**src/rtl/imem_dmem_arbiter_pkg.sv**
```systemverilog
// Shared types for the instruction/data memory arbiter.
// The request register, FSM states and owner tag all live here so that the
// top level, the priority selector and the testbench agree on one encoding.
package imem_dmem_arbiter_pkg;

   localparam int ARB_ADDR_W = 32;
   localparam int ARB_DATA_W = 32;
   localparam int ARB_BE_W   = 4;

   typedef enum logic [1:0] {
      IDLE,
      ISSUE,
      WAIT
   } arb_state_t;

   typedef enum logic {
      OWN_FETCH,
      OWN_DATA
   } arb_owner_t;

   typedef struct packed {
      logic                  we;
      logic [ARB_ADDR_W-1:0] addr;
      logic [ARB_DATA_W-1:0] wdata;
      logic [ARB_BE_W-1:0]   be;
   } mem_req_t;

   // A fetch is always a full-word read, so only the address varies.
   function automatic mem_req_t fetchReq(input logic [ARB_ADDR_W-1:0] addr);
      mem_req_t r;
      r.we    = 1'b0;
      r.addr  = addr;
      r.wdata = '0;
      r.be    = {ARB_BE_W{1'b1}};
      return r;
   endfunction

endpackage

```
**src/rtl/imem_dmem_arbiter_if.sv**
```systemverilog
// Bus bundle between the core's two memory ports, the arbiter and the
// unified memory. The slave modport is the arbiter's view: it receives the
// fetch and data requests and in turn masters the memory port. The master
// modport is the environment's view (core plus memory).
interface imem_dmem_arbiter_if #(
   parameter int ADDR_WIDTH = 32,
   parameter int DATA_WIDTH = 32
);

   logic [ADDR_WIDTH-1:0] if_req_addr;
   logic                  if_req_valid;
   logic                  if_req_ready;
   logic [DATA_WIDTH-1:0] if_rsp_data;
   logic                  if_rsp_valid;
   logic                  if_rsp_ready;

   logic                  d_req_we;
   logic [ADDR_WIDTH-1:0] d_req_addr;
   logic [DATA_WIDTH-1:0] d_req_wdata;
   logic [3:0]            d_req_be;
   logic                  d_req_valid;
   logic                  d_req_ready;
   logic [DATA_WIDTH-1:0] d_rsp_data;
   logic                  d_rsp_valid;
   logic                  d_rsp_ready;

   logic                  mem_req_we;
   logic [ADDR_WIDTH-1:0] mem_req_addr;
   logic [DATA_WIDTH-1:0] mem_req_wdata;
   logic [3:0]            mem_req_be;
   logic                  mem_req_valid;
   logic                  mem_req_ready;
   logic [DATA_WIDTH-1:0] mem_rsp_data;
   logic                  mem_rsp_valid;
   logic                  mem_rsp_ready;

   modport slave (
      input  if_req_addr, if_req_valid, if_rsp_ready,
      output if_req_ready, if_rsp_data, if_rsp_valid,
      input  d_req_we, d_req_addr, d_req_wdata, d_req_be, d_req_valid, d_rsp_ready,
      output d_req_ready, d_rsp_data, d_rsp_valid,
      output mem_req_we, mem_req_addr, mem_req_wdata, mem_req_be, mem_req_valid, mem_rsp_ready,
      input  mem_req_ready, mem_rsp_data, mem_rsp_valid
   );

   modport master (
      output if_req_addr, if_req_valid, if_rsp_ready,
      input  if_req_ready, if_rsp_data, if_rsp_valid,
      output d_req_we, d_req_addr, d_req_wdata, d_req_be, d_req_valid, d_rsp_ready,
      input  d_req_ready, d_rsp_data, d_rsp_valid,
      input  mem_req_we, mem_req_addr, mem_req_wdata, mem_req_be, mem_req_valid, mem_rsp_ready,
      output mem_req_ready, mem_rsp_data, mem_rsp_valid
   );

endinterface

```
**src/rtl/imem_dmem_arbiter_arb_priority_select.sv**
```systemverilog
// Grant decision for the arbiter. Data normally wins, but once data has been
// granted STARVE_LIMIT times in a row while a fetch was waiting, the next
// contested grant goes to fetch. STARVE_LIMIT must be at least 1.
module arb_priority_select #(
   parameter int STARVE_LIMIT = 4
) (
   input  logic clk,
   input  logic async_rst_n,
   input  logic if_valid_i,
   input  logic d_valid_i,
   input  logic idle_i,
   output logic grant_fetch_o,
   output logic grant_data_o
);

   localparam int CNT_W = $clog2(STARVE_LIMIT + 1);
   localparam logic [CNT_W-1:0] LIMIT = CNT_W'(STARVE_LIMIT);

   logic [CNT_W-1:0] cnt_q;
   logic [CNT_W-1:0] cnt_d;
   logic             fetchStarved;

   assign fetchStarved  = if_valid_i && (cnt_q == LIMIT);
   assign grant_data_o  = idle_i && d_valid_i && !fetchStarved;
   assign grant_fetch_o = idle_i && if_valid_i && !grant_data_o;

   // Count data grants that overtook a waiting fetch; any grant that leaves
   // no fetch waiting behind it (a fetch grant, or a data grant with no fetch
   // pending) restarts the count. Saturation is kept even though fetch wins
   // at the limit, so the counter can never wrap.
   always_comb begin
      cnt_d = cnt_q;
      if (grant_fetch_o) begin
         cnt_d = '0;
      end else if (grant_data_o) begin
         if (!if_valid_i) begin
            cnt_d = '0;
         end else if (cnt_q != LIMIT) begin
            cnt_d = cnt_q + 1'b1;
         end
      end
   end

   // Starvation counter register.
   always_ff @(posedge clk or negedge async_rst_n) begin
      if (!async_rst_n) begin
         cnt_q <= '0;
      end else begin
         cnt_q <= cnt_d;
      end
   end

endmodule

```
**src/rtl/imem_dmem_arbiter.sv**
```systemverilog
// Shares one single-port memory between instruction fetch and data access.
// One transaction at a time: IDLE grants and captures the request, ISSUE
// presents it to memory from the captured copy, WAIT passes the memory
// response straight through to whichever port owns the transaction.
module imem_dmem_arbiter
   import imem_dmem_arbiter_pkg::*;
#(
   parameter int ADDR_WIDTH   = 32,
   parameter int DATA_WIDTH   = 32,
   parameter int STARVE_LIMIT = 4
) (
   input logic             clk,
   input logic             async_rst_n,
   imem_dmem_arbiter_if.slave bus
);

   arb_state_t state_q;
   arb_owner_t owner_q;
   mem_req_t   req_q;

   logic grantFetch;
   logic grantData;
   logic idleQual;
   logic inWait;
   logic ownerRspReady;

   // Grants are only offered in IDLE and never while reset is asserted, so
   // every ready output reads 0 during reset regardless of incoming valids.
   assign idleQual = (state_q == IDLE) && async_rst_n;

   arb_priority_select #(
      .STARVE_LIMIT (STARVE_LIMIT)
   ) u_prio (
      .clk           (clk),
      .async_rst_n   (async_rst_n),
      .if_valid_i    (bus.if_req_valid),
      .d_valid_i     (bus.d_req_valid),
      .idle_i        (idleQual),
      .grant_fetch_o (grantFetch),
      .grant_data_o  (grantData)
   );

   assign bus.if_req_ready = grantFetch;
   assign bus.d_req_ready  = grantData;

   assign bus.mem_req_valid = (state_q == ISSUE);
   assign bus.mem_req_we    = req_q.we;
   assign bus.mem_req_addr  = ADDR_WIDTH'(req_q.addr);
   assign bus.mem_req_wdata = DATA_WIDTH'(req_q.wdata);
   assign bus.mem_req_be    = req_q.be;

   assign inWait        = (state_q == WAIT);
   assign ownerRspReady = (owner_q == OWN_DATA) ? bus.d_rsp_ready : bus.if_rsp_ready;

   assign bus.mem_rsp_ready = inWait && ownerRspReady;
   assign bus.if_rsp_valid  = inWait && (owner_q == OWN_FETCH) && bus.mem_rsp_valid;
   assign bus.d_rsp_valid   = inWait && (owner_q == OWN_DATA) && bus.mem_rsp_valid;
   assign bus.if_rsp_data   = bus.mem_rsp_data;
   assign bus.d_rsp_data    = bus.mem_rsp_data;

   // Transaction sequencer. A grant captures the winner's payload and owner
   // tag; the memory request is then driven only from that copy, so the
   // requester is free to move on once it has been accepted. Responses and
   // memory readiness arriving in the wrong state are simply not looked at.
   always_ff @(posedge clk or negedge async_rst_n) begin
      if (!async_rst_n) begin
         state_q <= IDLE;
         owner_q <= OWN_DATA;
         req_q   <= '0;
      end else begin
         case (state_q)
            IDLE: begin
               if (grantData) begin
                  req_q   <= '{we:    bus.d_req_we,
                               addr:  ARB_ADDR_W'(bus.d_req_addr),
                               wdata: ARB_DATA_W'(bus.d_req_wdata),
                               be:    bus.d_req_be};
                  owner_q <= OWN_DATA;
                  state_q <= ISSUE;
               end else if (grantFetch) begin
                  req_q   <= fetchReq(ARB_ADDR_W'(bus.if_req_addr));
                  owner_q <= OWN_FETCH;
                  state_q <= ISSUE;
               end
            end
            ISSUE: begin
               if (bus.mem_req_ready) begin
                  state_q <= WAIT;
               end
            end
            WAIT: begin
               if (bus.mem_rsp_valid && ownerRspReady) begin
                  state_q <= IDLE;
               end
            end
            default: begin
               state_q <= IDLE;
            end
         endcase
      end
   end

endmodule

```
**src/flat_wrapper.sv**
```systemverilog
// flat-port wrapper written by rule: the top's interface ports become plain ports
module imem_dmem_arbiter_flat import imem_dmem_arbiter_pkg::*;
#(
   parameter int ADDR_WIDTH   = 32,
   parameter int DATA_WIDTH   = 32,
   parameter int STARVE_LIMIT = 4
)
  (clk, async_rst_n, bus_if_req_addr, bus_if_req_valid, bus_if_rsp_ready, bus_if_req_ready, bus_if_rsp_data, bus_if_rsp_valid, bus_d_req_we, bus_d_req_addr, bus_d_req_wdata, bus_d_req_be, bus_d_req_valid, bus_d_rsp_ready, bus_d_req_ready, bus_d_rsp_data, bus_d_rsp_valid, bus_mem_req_we, bus_mem_req_addr, bus_mem_req_wdata, bus_mem_req_be, bus_mem_req_valid, bus_mem_rsp_ready, bus_mem_req_ready, bus_mem_rsp_data, bus_mem_rsp_valid);
  imem_dmem_arbiter_if #(.ADDR_WIDTH(ADDR_WIDTH), .DATA_WIDTH(DATA_WIDTH)) bus_i ();
  input logic clk;
  input logic async_rst_n;
  input wire logic [$bits(bus_i.if_req_addr)-1:0] bus_if_req_addr;
  input wire logic [$bits(bus_i.if_req_valid)-1:0] bus_if_req_valid;
  input wire logic [$bits(bus_i.if_rsp_ready)-1:0] bus_if_rsp_ready;
  output wire logic [$bits(bus_i.if_req_ready)-1:0] bus_if_req_ready;
  output wire logic [$bits(bus_i.if_rsp_data)-1:0] bus_if_rsp_data;
  output wire logic [$bits(bus_i.if_rsp_valid)-1:0] bus_if_rsp_valid;
  input wire logic [$bits(bus_i.d_req_we)-1:0] bus_d_req_we;
  input wire logic [$bits(bus_i.d_req_addr)-1:0] bus_d_req_addr;
  input wire logic [$bits(bus_i.d_req_wdata)-1:0] bus_d_req_wdata;
  input wire logic [$bits(bus_i.d_req_be)-1:0] bus_d_req_be;
  input wire logic [$bits(bus_i.d_req_valid)-1:0] bus_d_req_valid;
  input wire logic [$bits(bus_i.d_rsp_ready)-1:0] bus_d_rsp_ready;
  output wire logic [$bits(bus_i.d_req_ready)-1:0] bus_d_req_ready;
  output wire logic [$bits(bus_i.d_rsp_data)-1:0] bus_d_rsp_data;
  output wire logic [$bits(bus_i.d_rsp_valid)-1:0] bus_d_rsp_valid;
  output wire logic [$bits(bus_i.mem_req_we)-1:0] bus_mem_req_we;
  output wire logic [$bits(bus_i.mem_req_addr)-1:0] bus_mem_req_addr;
  output wire logic [$bits(bus_i.mem_req_wdata)-1:0] bus_mem_req_wdata;
  output wire logic [$bits(bus_i.mem_req_be)-1:0] bus_mem_req_be;
  output wire logic [$bits(bus_i.mem_req_valid)-1:0] bus_mem_req_valid;
  output wire logic [$bits(bus_i.mem_rsp_ready)-1:0] bus_mem_rsp_ready;
  input wire logic [$bits(bus_i.mem_req_ready)-1:0] bus_mem_req_ready;
  input wire logic [$bits(bus_i.mem_rsp_data)-1:0] bus_mem_rsp_data;
  input wire logic [$bits(bus_i.mem_rsp_valid)-1:0] bus_mem_rsp_valid;
  assign bus_i.if_req_addr = bus_if_req_addr;
  assign bus_i.if_req_valid = bus_if_req_valid;
  assign bus_i.if_rsp_ready = bus_if_rsp_ready;
  assign bus_if_req_ready = bus_i.if_req_ready;
  assign bus_if_rsp_data = bus_i.if_rsp_data;
  assign bus_if_rsp_valid = bus_i.if_rsp_valid;
  assign bus_i.d_req_we = bus_d_req_we;
  assign bus_i.d_req_addr = bus_d_req_addr;
  assign bus_i.d_req_wdata = bus_d_req_wdata;
  assign bus_i.d_req_be = bus_d_req_be;
  assign bus_i.d_req_valid = bus_d_req_valid;
  assign bus_i.d_rsp_ready = bus_d_rsp_ready;
  assign bus_d_req_ready = bus_i.d_req_ready;
  assign bus_d_rsp_data = bus_i.d_rsp_data;
  assign bus_d_rsp_valid = bus_i.d_rsp_valid;
  assign bus_mem_req_we = bus_i.mem_req_we;
  assign bus_mem_req_addr = bus_i.mem_req_addr;
  assign bus_mem_req_wdata = bus_i.mem_req_wdata;
  assign bus_mem_req_be = bus_i.mem_req_be;
  assign bus_mem_req_valid = bus_i.mem_req_valid;
  assign bus_mem_rsp_ready = bus_i.mem_rsp_ready;
  assign bus_i.mem_req_ready = bus_mem_req_ready;
  assign bus_i.mem_rsp_data = bus_mem_rsp_data;
  assign bus_i.mem_rsp_valid = bus_mem_rsp_valid;
  imem_dmem_arbiter #(.ADDR_WIDTH(ADDR_WIDTH), .DATA_WIDTH(DATA_WIDTH), .STARVE_LIMIT(STARVE_LIMIT)) u_core (.clk(clk), .async_rst_n(async_rst_n), .bus(bus_i));
endmodule
```
**config.mk**
```make
export PLATFORM = sky130hd
export DESIGN_NAME = imem_dmem_arbiter_flat
export DESIGN_NICKNAME = d
export VERILOG_FILES = /design/src/rtl/imem_dmem_arbiter_pkg.sv /design/src/rtl/imem_dmem_arbiter_if.sv /design/src/rtl/imem_dmem_arbiter_arb_priority_select.sv /design/src/rtl/imem_dmem_arbiter.sv /design/src/flat_wrapper.sv
export SDC_FILE = /design/constraint.sdc
export NUM_CORES = 1
export LEC_CHECK = 0
export ABC_AREA = 0
export BUFFER_PORTS_ARGS = -buffer_cell sky130_fd_sc_hd__buf_2
export CAP_MARGIN = 25
export CORE_AREA = 2 2 109 111
export DETAILED_ROUTE_END_ITERATION = 6
export DIE_AREA = 0 0 111 113
export GPL_TIMING_DRIVEN = 0
export PLACE_DENSITY = 0.72
export SYNTH_ARGS = -nofsm -noshare
export SYNTH_HDL_FRONTEND = slang
export SYNTH_SLANG_ARGS = --single-unit
```
**constraint.sdc**
```tcl
create_clock -name clk -period 1.7 [get_ports clk]
set_input_delay 0.34 -clock clk [delete_from_list [all_inputs] [get_ports clk]]
set_output_delay 0.34 -clock clk [all_outputs]
set_load 0.01 [all_outputs]
```
# [Yosys cells after proc, flatten, opt, wreduce, memory -nomap -nowiden]
# Index checks and enable logic that the tools add are counted.
[op_classes] n_addsub=1 n_eq_ne=8 mux=14 n_bitwise=1 reduce_logical=19
[op_table] op="$mux W69" n=2
[op_table] op="$logic_and A1 B1 Y1" n=12
[op_table] op="$mux W3" n=4
[op_table] op="$mux W2" n=4
[op_table] op="$ne A3 B3 Y1 const B" n=2
[op_table] op="$pmux W2 S3" n=1
[op_table] op="$reduce_and A2 Y1" n=2
[op_table] op="$add A3 B1 Y3 const B" n=1
[op_table] op="$eq A3 B3 Y1 const B" n=1
[op_table] op="$mux W1" n=3
[op_table] op="$ne A3 B1 Y1 const B" n=1
[op_table] op="$reduce_and A3 Y1" n=1
[op_table] op="$eq A2 B1 Y1 const B" n=1
[op_table] op="$eq A2 B2 Y1 const B" n=1
[op_table] op="$logic_not A1 Y1" n=2
[op_table] op="$logic_not A2 Y1" n=1
[op_table] op="$ne A2 B1 Y1 const B" n=1
[op_table] op="$ne A2 B2 Y1 const B" n=1
[op_table] op="$reduce_bool A2 Y1" n=1
[op_table] op="$not A1 Y1" n=1
[word_totals] register_bits=75 in_bits=141 out_inout_bits=139 word_cells=50

# [Logic depth before layout (Yosys ltp)]
# Gate-level depths: netlist (run 1).
[logic_depth] ltp_word=9 depth_mapped=8 ltp_nobuf=6

# [Cells and area by module]
# A second synthesis (run 1) with hierarchy kept.
[hier_totals] hier_cells=295 hier_area_um2=3852.4
[modules_own_cells] mod="imem_dmem_arbiter" n_inst=1 cells_per_inst=272 area_per_inst_um2=3659.8 seq_area_each_um2=1803.0
[modules_own_cells] mod="arb_priority_select" n_inst=1 cells_per_inst=23 area_per_inst_um2=192.7 seq_area_each_um2=75.1

# [Worst setup path before layout (run 1)]
# No wires, ideal clock.
[synth_path] kind="reg2out" startpoint="reg u_core.u_prio.cnt_q[0]" endpoint="out bus_d_req_ready" arrival_time_ns=1.346 required_ns=1.360 slack_ns=0.014 stages_incl_launch_ff=8 path_buffers=2 path_cell_list="dfrtp_1 inv_1 ha_1 and3_1 buf_4 nand3b_4 inv_4 buf_6"
[synth_between] elab_chain_len=4
[synth_lines] item="start, declared" line_no="imem_dmem_arbiter_arb_priority_select.sv:19" source="logic [CNT_W-1:0] cnt_q;"
[synth_lines] item="start signal, assigned" line_no="imem_dmem_arbiter_arb_priority_select.sv:49" source="cnt_q <= cnt_d;"
[synth_lines] item="$eq A3 B3 Y1" line_no="imem_dmem_arbiter_arb_priority_select.sv:23" source="assign fetchStarved = if_valid_i && (cnt_q == LIMIT);"
[synth_lines] item="$logic_and A1 B1 Y1" line_no="imem_dmem_arbiter_arb_priority_select.sv:23"
[synth_lines] item="$logic_not A1 Y1" line_no="imem_dmem_arbiter_arb_priority_select.sv:24" source="assign grant_data_o = idle_i && d_valid_i && !fetchStarved;"
[synth_lines] item="$logic_and A1 B1 Y1" line_no="imem_dmem_arbiter_arb_priority_select.sv:24"
[synth_lines] item="end, declared" line_no="flat_wrapper.sv:24" source="output wire logic [$bits(bus_i.d_req_ready)-1:0] bus_d_req_ready;"
# Every way passes these cells.

# [Worst setup path in the final report (run 1)]
# Ends and elaborated chain as after synthesis.

==> impl_metrics.env, run 1 <==
export IMPL_status="finished with violations"
export IMPL_violations="setup timing"
export IMPL_worst_path_stages=7
export IMPL_yosysSeqAreaShare=0.488
export IMPL_required_ns=1.36
export IMPL_io_buffers=247
export IMPL_layout_min_cycle_time_ns=1.92
export IMPL_post_drt_via_cell_ratio=4.87
export IMPL_clk_latency_ns=0.33
export IMPL_row_count=39
export IMPL_cts_sinks=75
export IMPL_yosys_cell_types_count=30
export IMPL_cap_violations=0
export IMPL_synth_top_area_cell="dfrtp_1"
export IMPL_grt_max_degree=27
export IMPL_cp_end_kind="output port"
export IMPL_grt_pass1_wl_um=20700
export IMPL_wl_um=13100
export IMPL_synth_nets=479
export IMPL_fin_util=0.538
export IMPL_drcViolationCount=0
export IMPL_maxSlewHeadroom=0.615
export IMPL_rsz0062_at_grt="yes"
export IMPL_crit_path_end="bus_d_req_ready"
export IMPL_switching_share=0.332
export IMPL_dieArea_um2=12500
export IMPL_cts_tree="built"
export IMPL_avgSynthCellArea_um2=11.5
export IMPL_synth_seq_cells=75
export IMPL_power_density_nw_per_um2=1430
export IMPL_antenna_found_initial=1
export IMPL_overflow=0
export IMPL_ys_async_sr_fraction=1.00
export IMPL_htree_levels=3
export IMPL_max_freq_mhz=521
export IMPL_r2r_start="u_core.u_prio.cnt_q[0]$_DFFE_PN0P_"
export IMPL_peakVddDrop_uv=775
export IMPL_die_x_um=111
export IMPL_setup_viol=2
export IMPL_worst_hold_path_type="input pin to async pin"
export IMPL_drt_iter0_markers=167
export IMPL_start_util=0.341
export IMPL_critPathTopFamily="flip-flops"
export IMPL_cp_max_fo=3
export IMPL_finalHoldViolCount=0
export IMPL_synth_most_common_cell="dfrtp_1"
export IMPL_gp_congestion=0.856
export IMPL_worst_pin_slew_ns=0.578
export IMPL_synth_warnings=0
export IMPL_cts_root_buffer="clkbuf_16"
export IMPL_clkTransAtPathRegs_ns=0.06
export IMPL_via_count=3709
export IMPL_wl_per_cell_um=17.3
export IMPL_crit_chain="inv_2 > ha_4 > and3_4 > nand3b_4 > clkinv_4 > buf_8 > buf_6"
export IMPL_antenna_left=0
export IMPL_multi_input_comb_area_um2=1480
export IMPL_cts_buffers=9
export IMPL_synth_area_leaders="dfrtp_1 (48%), buf_4 (14%), a22o_1 (7.5%)"
export IMPL_netlist_top_cells_count="dfrtp_1 (74), buf_4 (70), a22o_1 (33), nand2b_1 (33), o32ai_1 (33)"
export IMPL_finalClockSkew_ns=0.00480
export IMPL_grt_pass1_vias=3965
export IMPL_ff2ff_setup_slack_ns=0.02
export IMPL_clockBufferDepth=2
export IMPL_pin_count=280
export IMPL_slowest_stage="dfrtp_1"
export IMPL_die_h_um=113
export IMPL_critPathArrivalTime_ns=1.58
export IMPL_reg2reg_to="u_core.bus.mem_req_wdata[6]$_DFFE_PN0P_"
export IMPL_critPathBufInv=4
export IMPL_p_seq_frac=0.352
export IMPL_dp_slack_ns=-0.870
export IMPL_switching_power_mw=2.87
export IMPL_synthFlopType="dfrtp_1"
export IMPL_synth_area_um2=3850
export IMPL_leakagePower_nw=3.14
export IMPL_areaGrowthSynthToFinish_pct=57.5
export IMPL_track_usage=0.210
export IMPL_synth_edf_count=0
export IMPL_clock_power_share=0.238
export IMPL_final_nets=755
export IMPL_coreArea_um2=11300
export IMPL_dp_hpwl_um=10400
export IMPL_fin_crit_sh=1.13
export IMPL_critPathLaunchType="flop"
export IMPL_drive_gt1_frac=0.643
export IMPL_comb_power_share=0.411
export IMPL_fillers=969
export IMPL_rr_worst_depth=8
export IMPL_p_int_mw=5.77
export IMPL_critPathLaunch="u_core.u_prio.cnt_q[0]$_DFFE_PN0P_"
export IMPL_slew_viol_final=0
export IMPL_seq_area_um2=1880
export IMPL_netlist_instances=336
export IMPL_setup_ws_ns=-0.220
export IMPL_dr_pass1_iters=5
export IMPL_synth_top_area_frac=0.481
export IMPL_max_stage_delay_ns=0.39
export IMPL_path_class="flop to output port"
export IMPL_whs_ns=0.0561
## power by group through the flow
stage	logic [mW]	registers [mW]	clock network, mW
floorplan	1.48	3.34	0
CTS	3.49	3.03	2.11
finish	3.55	3.04	2.06
global placement	3.15	3.01	0
global route	3.88	3.14	2.20
detailed placement	3.22	3.01	0
## how the worst min path moves through the flow
stage                                                    start                                        to
after global routing                               async_rst_n                u_core.owner_q$_DFFE_PN1P_
final                                              async_rst_n                u_core.owner_q$_DFFE_PN1P_
after floorplan                                    async_rst_n    u_core.bus.mem_req_addr[0]$_DFFE_PN0P_
after CTS                                          async_rst_n                u_core.owner_q$_DFFE_PN1P_
after detailed placement                           async_rst_n  u_core.bus.mem_req_wdata[25]$_DFFE_PN0P_
after global placement    u_core.bus.mem_req_be[1]$_DFFE_PN0P_      u_core.bus.mem_req_be[1]$_DFFE_PN0P_
## repair_timing
action | 4_1_cts | 5_1_grt
setup buffers | 12 | 2
setup endpoints to repair | 74 | 63
cloned | 3 | 0
endpoints found under the hold margin | 23 | 0
resized for setup | 25 | 33
pin swaps | 3 | 5
hold buffers | 2 | 0
## through the flow
stage / cells / instance area [µm²] / power, mW / setup TNS [ns]
2_1_floorplan: 336 / 3850 / 4.82 / 0
3_3_place_gp: 726 / 5260 / 6.16 / -112.23
3_5_place_dp: 727 / 5290 / 6.23 / -44.48
4_1_cts: 760 / 5900 / 8.62 / -0.486
5_1_grt: 761 / 6060 / 9.21 / -1.45
6_report: 761 / 6060 / 8.64 / -0.415
## cell families after synthesis
logic type,count (synthesis),synth area share
muxes,1,0.00260
DFF,75,0.488
adders and majority gates,2,0.00650
and+or+nand+nor,48,0.0793
AOI/OAI and AO/OA,111,0.250
buffers and inverters,99,0.174
## registers in the layout, indices dropped and copies added, names as in the netlist
signal,cells
u_core.bus.mem_req_addr,32
u_core.bus.mem_req_wdata,32
u_core.bus.mem_req_be,4
u_core.u_prio.cnt_q,3
u_core.state_q,2
u_core.bus.mem_req_we,1
u_core.owner_q,1
## cells in the final DEF (no fill, tap or decap), types with 2 or more instances in the layout
| cell type | netlist | routed |
|---|---|---|
| buf_2 | 7 | 248 |
| buf_4 | 70 | 82 |
| dfrtp_1 | 74 | 74 |
| nand2b_1 | 33 | 33 |
| a22o_1 | 33 | 33 |
| a2bb2oi_1 | 32 | 29 |
| o32ai_1 | 33 | 19 |
| o32ai_2 | 0 | 14 |
| clkbuf_16 | 0 | 9 |
| buf_6 | 3 | 7 |
| clkbuf_1 | 9 | 6 |
| nand2_1 | 6 | 6 |
| inv_2 | 2 | 4 |
| clkbuf_2 | 0 | 4 |
| o22a_1 | 4 | 4 |
| buf_8 | 0 | 3 |
| inv_1 | 5 | 3 |
| a2bb2oi_2 | 0 | 3 |
| clkinv_4 | 0 | 2 |
| a21boi_4 | 0 | 2 |
| o21ai_0 | 2 | 2 |
| o22ai_1 | 2 | 2 |
| clkinv_2 | 0 | 2 |
| bufinv_16 | 0 | 2 |
| bufbuf_16 | 0 | 2 |
| dlygate4sd3_1 | 0 | 2 |
| buf_16 | 0 | 2 |
## area by class of cell
cell class,count,share of cell area
flip-flops and latches,75,0.310
repair buffers,266,0.247
multi-input cells,162,0.243
plain buffers,90,0.110
clock buffers,10,0.0394
well taps,143,0.0295
clock inverters,6,0.0145
inverters,8,0.00578
diodes,1,0.000413
## routing by layer
| layer | vias up | GRT usage | routed length [µm] |
|---|---|---|---|
| met5 | - | 0 | 0 |
| met3 | 26 | 0.0600 | 1010 |
| li1 | 1741 | - | - |
| met4 | 0 | 0.0825 | 367 |
| met1 | 1744 | 0.242 | 5230 |
| met2 | 198 | 0.369 | 6540 |
Note: power is estimated with default switching activity, not from simulation.
==> run 2, diff against run 1 <==
--- a/config.mk
+++ b/config.mk
@@ -11,7 +11,7 @@
 export CORE_AREA = 2 2 109 111
 export DETAILED_ROUTE_END_ITERATION = 6
 export DIE_AREA = 0 0 111 113
-export GPL_TIMING_DRIVEN = 0
+export MAX_ROUTING_LAYER = met4
 export PLACE_DENSITY = 0.72
 export SYNTH_ARGS = -nofsm -noshare
 export SYNTH_HDL_FRONTEND = slang
==> impl_metrics.env, run 2 (same netlist as run 1, synthesis figures left out) <==
export IMPL_status="finished with violations"
export IMPL_violations="setup timing"
export IMPL_layout_cells_most_common="buf_2"
export IMPL_max_freq_mhz=557
export IMPL_cts_tree="built"
export IMPL_grt_max_degree=76
export IMPL_worst_pin_slew_ns=0.393
export IMPL_reg2reg_to="u_core.bus.mem_req_wdata[28]$_DFFE_PN0P_"
export IMPL_final_cells=620
export IMPL_via_count=3217
export IMPL_cap_violations=0
export IMPL_overflow=0
export IMPL_htree_levels=3
export IMPL_p_total_mw=8.31
export IMPL_dp_cells=590
export IMPL_row_count=39
export IMPL_crit_chain="inv_2 > ha_4 > and3_4 > nand3b_4 > inv_6 > buf_6"
export IMPL_dp_slack_ns=0.0262
export IMPL_dr_pass1_iters=4
export IMPL_ff2ff_setup_slack_ns=-0.01
export IMPL_die_x_um=111
export IMPL_r2r_start="u_core.u_prio.cnt_q[0]$_DFFE_PN0P_"
export IMPL_pin_count=280
export IMPL_drcViolationCount=0
export IMPL_critPathTopFamily="flip-flops"
export IMPL_rsz0062_at_grt="yes"
export IMPL_max_stage_delay_ns=0.39
export IMPL_layout_min_cycle_time_ns=1.80
export IMPL_required_ns=1.36
export IMPL_fin_crit_sh=1.06
export IMPL_rr_worst_depth=8
export IMPL_path_class="flop to output port"
export IMPL_clkTransAtPathRegs_ns=0.06
export IMPL_setup_viol=15
export IMPL_areaGrowthSynthToFinish_pct=32.4
export IMPL_track_usage=0.191
export IMPL_peakVddDrop_uv=790
export IMPL_dieArea_um2=12500
export IMPL_drive_gt1_frac=0.524
export IMPL_finalHoldViolCount=0
export IMPL_clockBufferDepth=2
export IMPL_finalClockSkew_ns=0.00450
export IMPL_io_buffers=183
export IMPL_power_density_nw_per_um2=1630
export IMPL_slew_viol_final=0
export IMPL_critPathLaunchType="flop"
export IMPL_grt_pass1_wl_um=18100
export IMPL_critPathBufInv=3
export IMPL_die_h_um=113
export IMPL_diodes=0
export IMPL_wl_um=12100
export IMPL_clk_latency_ns=0.33
export IMPL_cp_end_kind="output port"
export IMPL_cts_sinks=75
export IMPL_cts_buffers=9
export IMPL_whs_ns=0.0184
export IMPL_gp_congestion=0.935
export IMPL_cts_root_buffer="clkbuf_16"
export IMPL_dp_hpwl_um=9020
export IMPL_grt_pass1_vias=3369
export IMPL_worst_hold_path_type="input pin to async pin"
export IMPL_place_area_um2=4540
export IMPL_critPathArrivalTime_ns=1.46
export IMPL_post_drt_via_cell_ratio=5.19
export IMPL_fin_area_um2=5090
export IMPL_antenna_left=0
export IMPL_cp_max_fo=3
export IMPL_start_util=0.341
export IMPL_drt_iter0_markers=155
export IMPL_final_nets=616
export IMPL_slowest_stage="dfrtp_1"
export IMPL_coreArea_um2=11300
export IMPL_leakagePower_nw=2.50
export IMPL_maxSlewHeadroom=0.737
export IMPL_antenna_found_initial=0
export IMPL_setup_ws_ns=-0.0957
export IMPL_wl_per_cell_um=19.5
export IMPL_final_cell_mix="buf_2 (181), dfrtp_1 (74), nand2b_1 (33), o32ai_1 (33), a22o_1 (33)"
-- run 2: cell types whose count changed in the layout (fill, tap and decap cells not counted), moves of 5 or more --
cell	change
o32ai_1	+14
buf_4	-59
clkbuf_1	-5
o32ai_2	-14
buf_12	+6
buf_2	-67
-- run 2: where the power goes --
group | internal [mW] | total (mW) | switching (mW)
logic | 1.79 | 3.35 | 1.56
clock network | 1.17 | 1.87 | 0.702
registers | 2.58 | 3.09 | 0.519
-- run 2: metal layers --
layer  wire, µm  GRT usage  share of wire
met1       4640      0.207           0.38
met2       5700      0.303           0.47
met4        468     0.0992          0.039
met3       1270     0.0771           0.11
met5          0          -              0
-- run 2: how the worst max path moves through the flow --
stage | startpoint | endpoint | slack, ns | cells after the start
3_5_place_dp | u_core.u_prio.cnt_q[0]$_DFFE_PN0P_ | u_core.bus.mem_req_addr[4]$_DFFE_PN0P_ | 0.03 | 6
3_3_place_gp | u_core.u_prio.cnt_q[0]$_DFFE_PN0P_ | bus_d_req_ready | 0.1 | 6
2_1_floorplan | u_core.u_prio.cnt_q[0]$_DFFE_PN0P_ | bus_d_req_ready | 0.01 | 7
6_report | u_core.u_prio.cnt_q[0]$_DFFE_PN0P_ | bus_d_req_ready | -0.1 | 6
4_1_cts | u_core.u_prio.cnt_q[1]$_DFFE_PN0P_ | bus_d_req_ready | -0.11 | 6
5_1_grt | u_core.u_prio.cnt_q[0]$_DFFE_PN0P_ | bus_d_req_ready | -0.16 | 6
-- run 2: area by class of cell --
cell class	instances	area (µm²)
repair buffers	217	1340
flip-flops and latches	75	1880
clock inverters	4	51.3
well taps	143	179
inverters	8	35.0
multi-input cells	162	1370
clock buffers	11	243
fillers	1027	6180
-- run 2: stage by stage --
step | util | TNS, ns
finish | 0.452 | -0.232
global route | 0.452 | -1.83
CTS | 0.438 | -0.213
detailed placement | 0.403 | 0
global placement | 0.403 | 0
floorplan | - | 0
-- run 2: what timing repair did --
| action | in CTS | in global routing |
|---|---|---|
| hold buffers | 0 | 0 |
| setup endpoints to repair | 3 | 69 |
| buffers inserted | 6 | 6 |
| cloned | 0 | 3 |
| pin swaps | 2 | 1 |
| gates resized for setup | 12 | 4 |
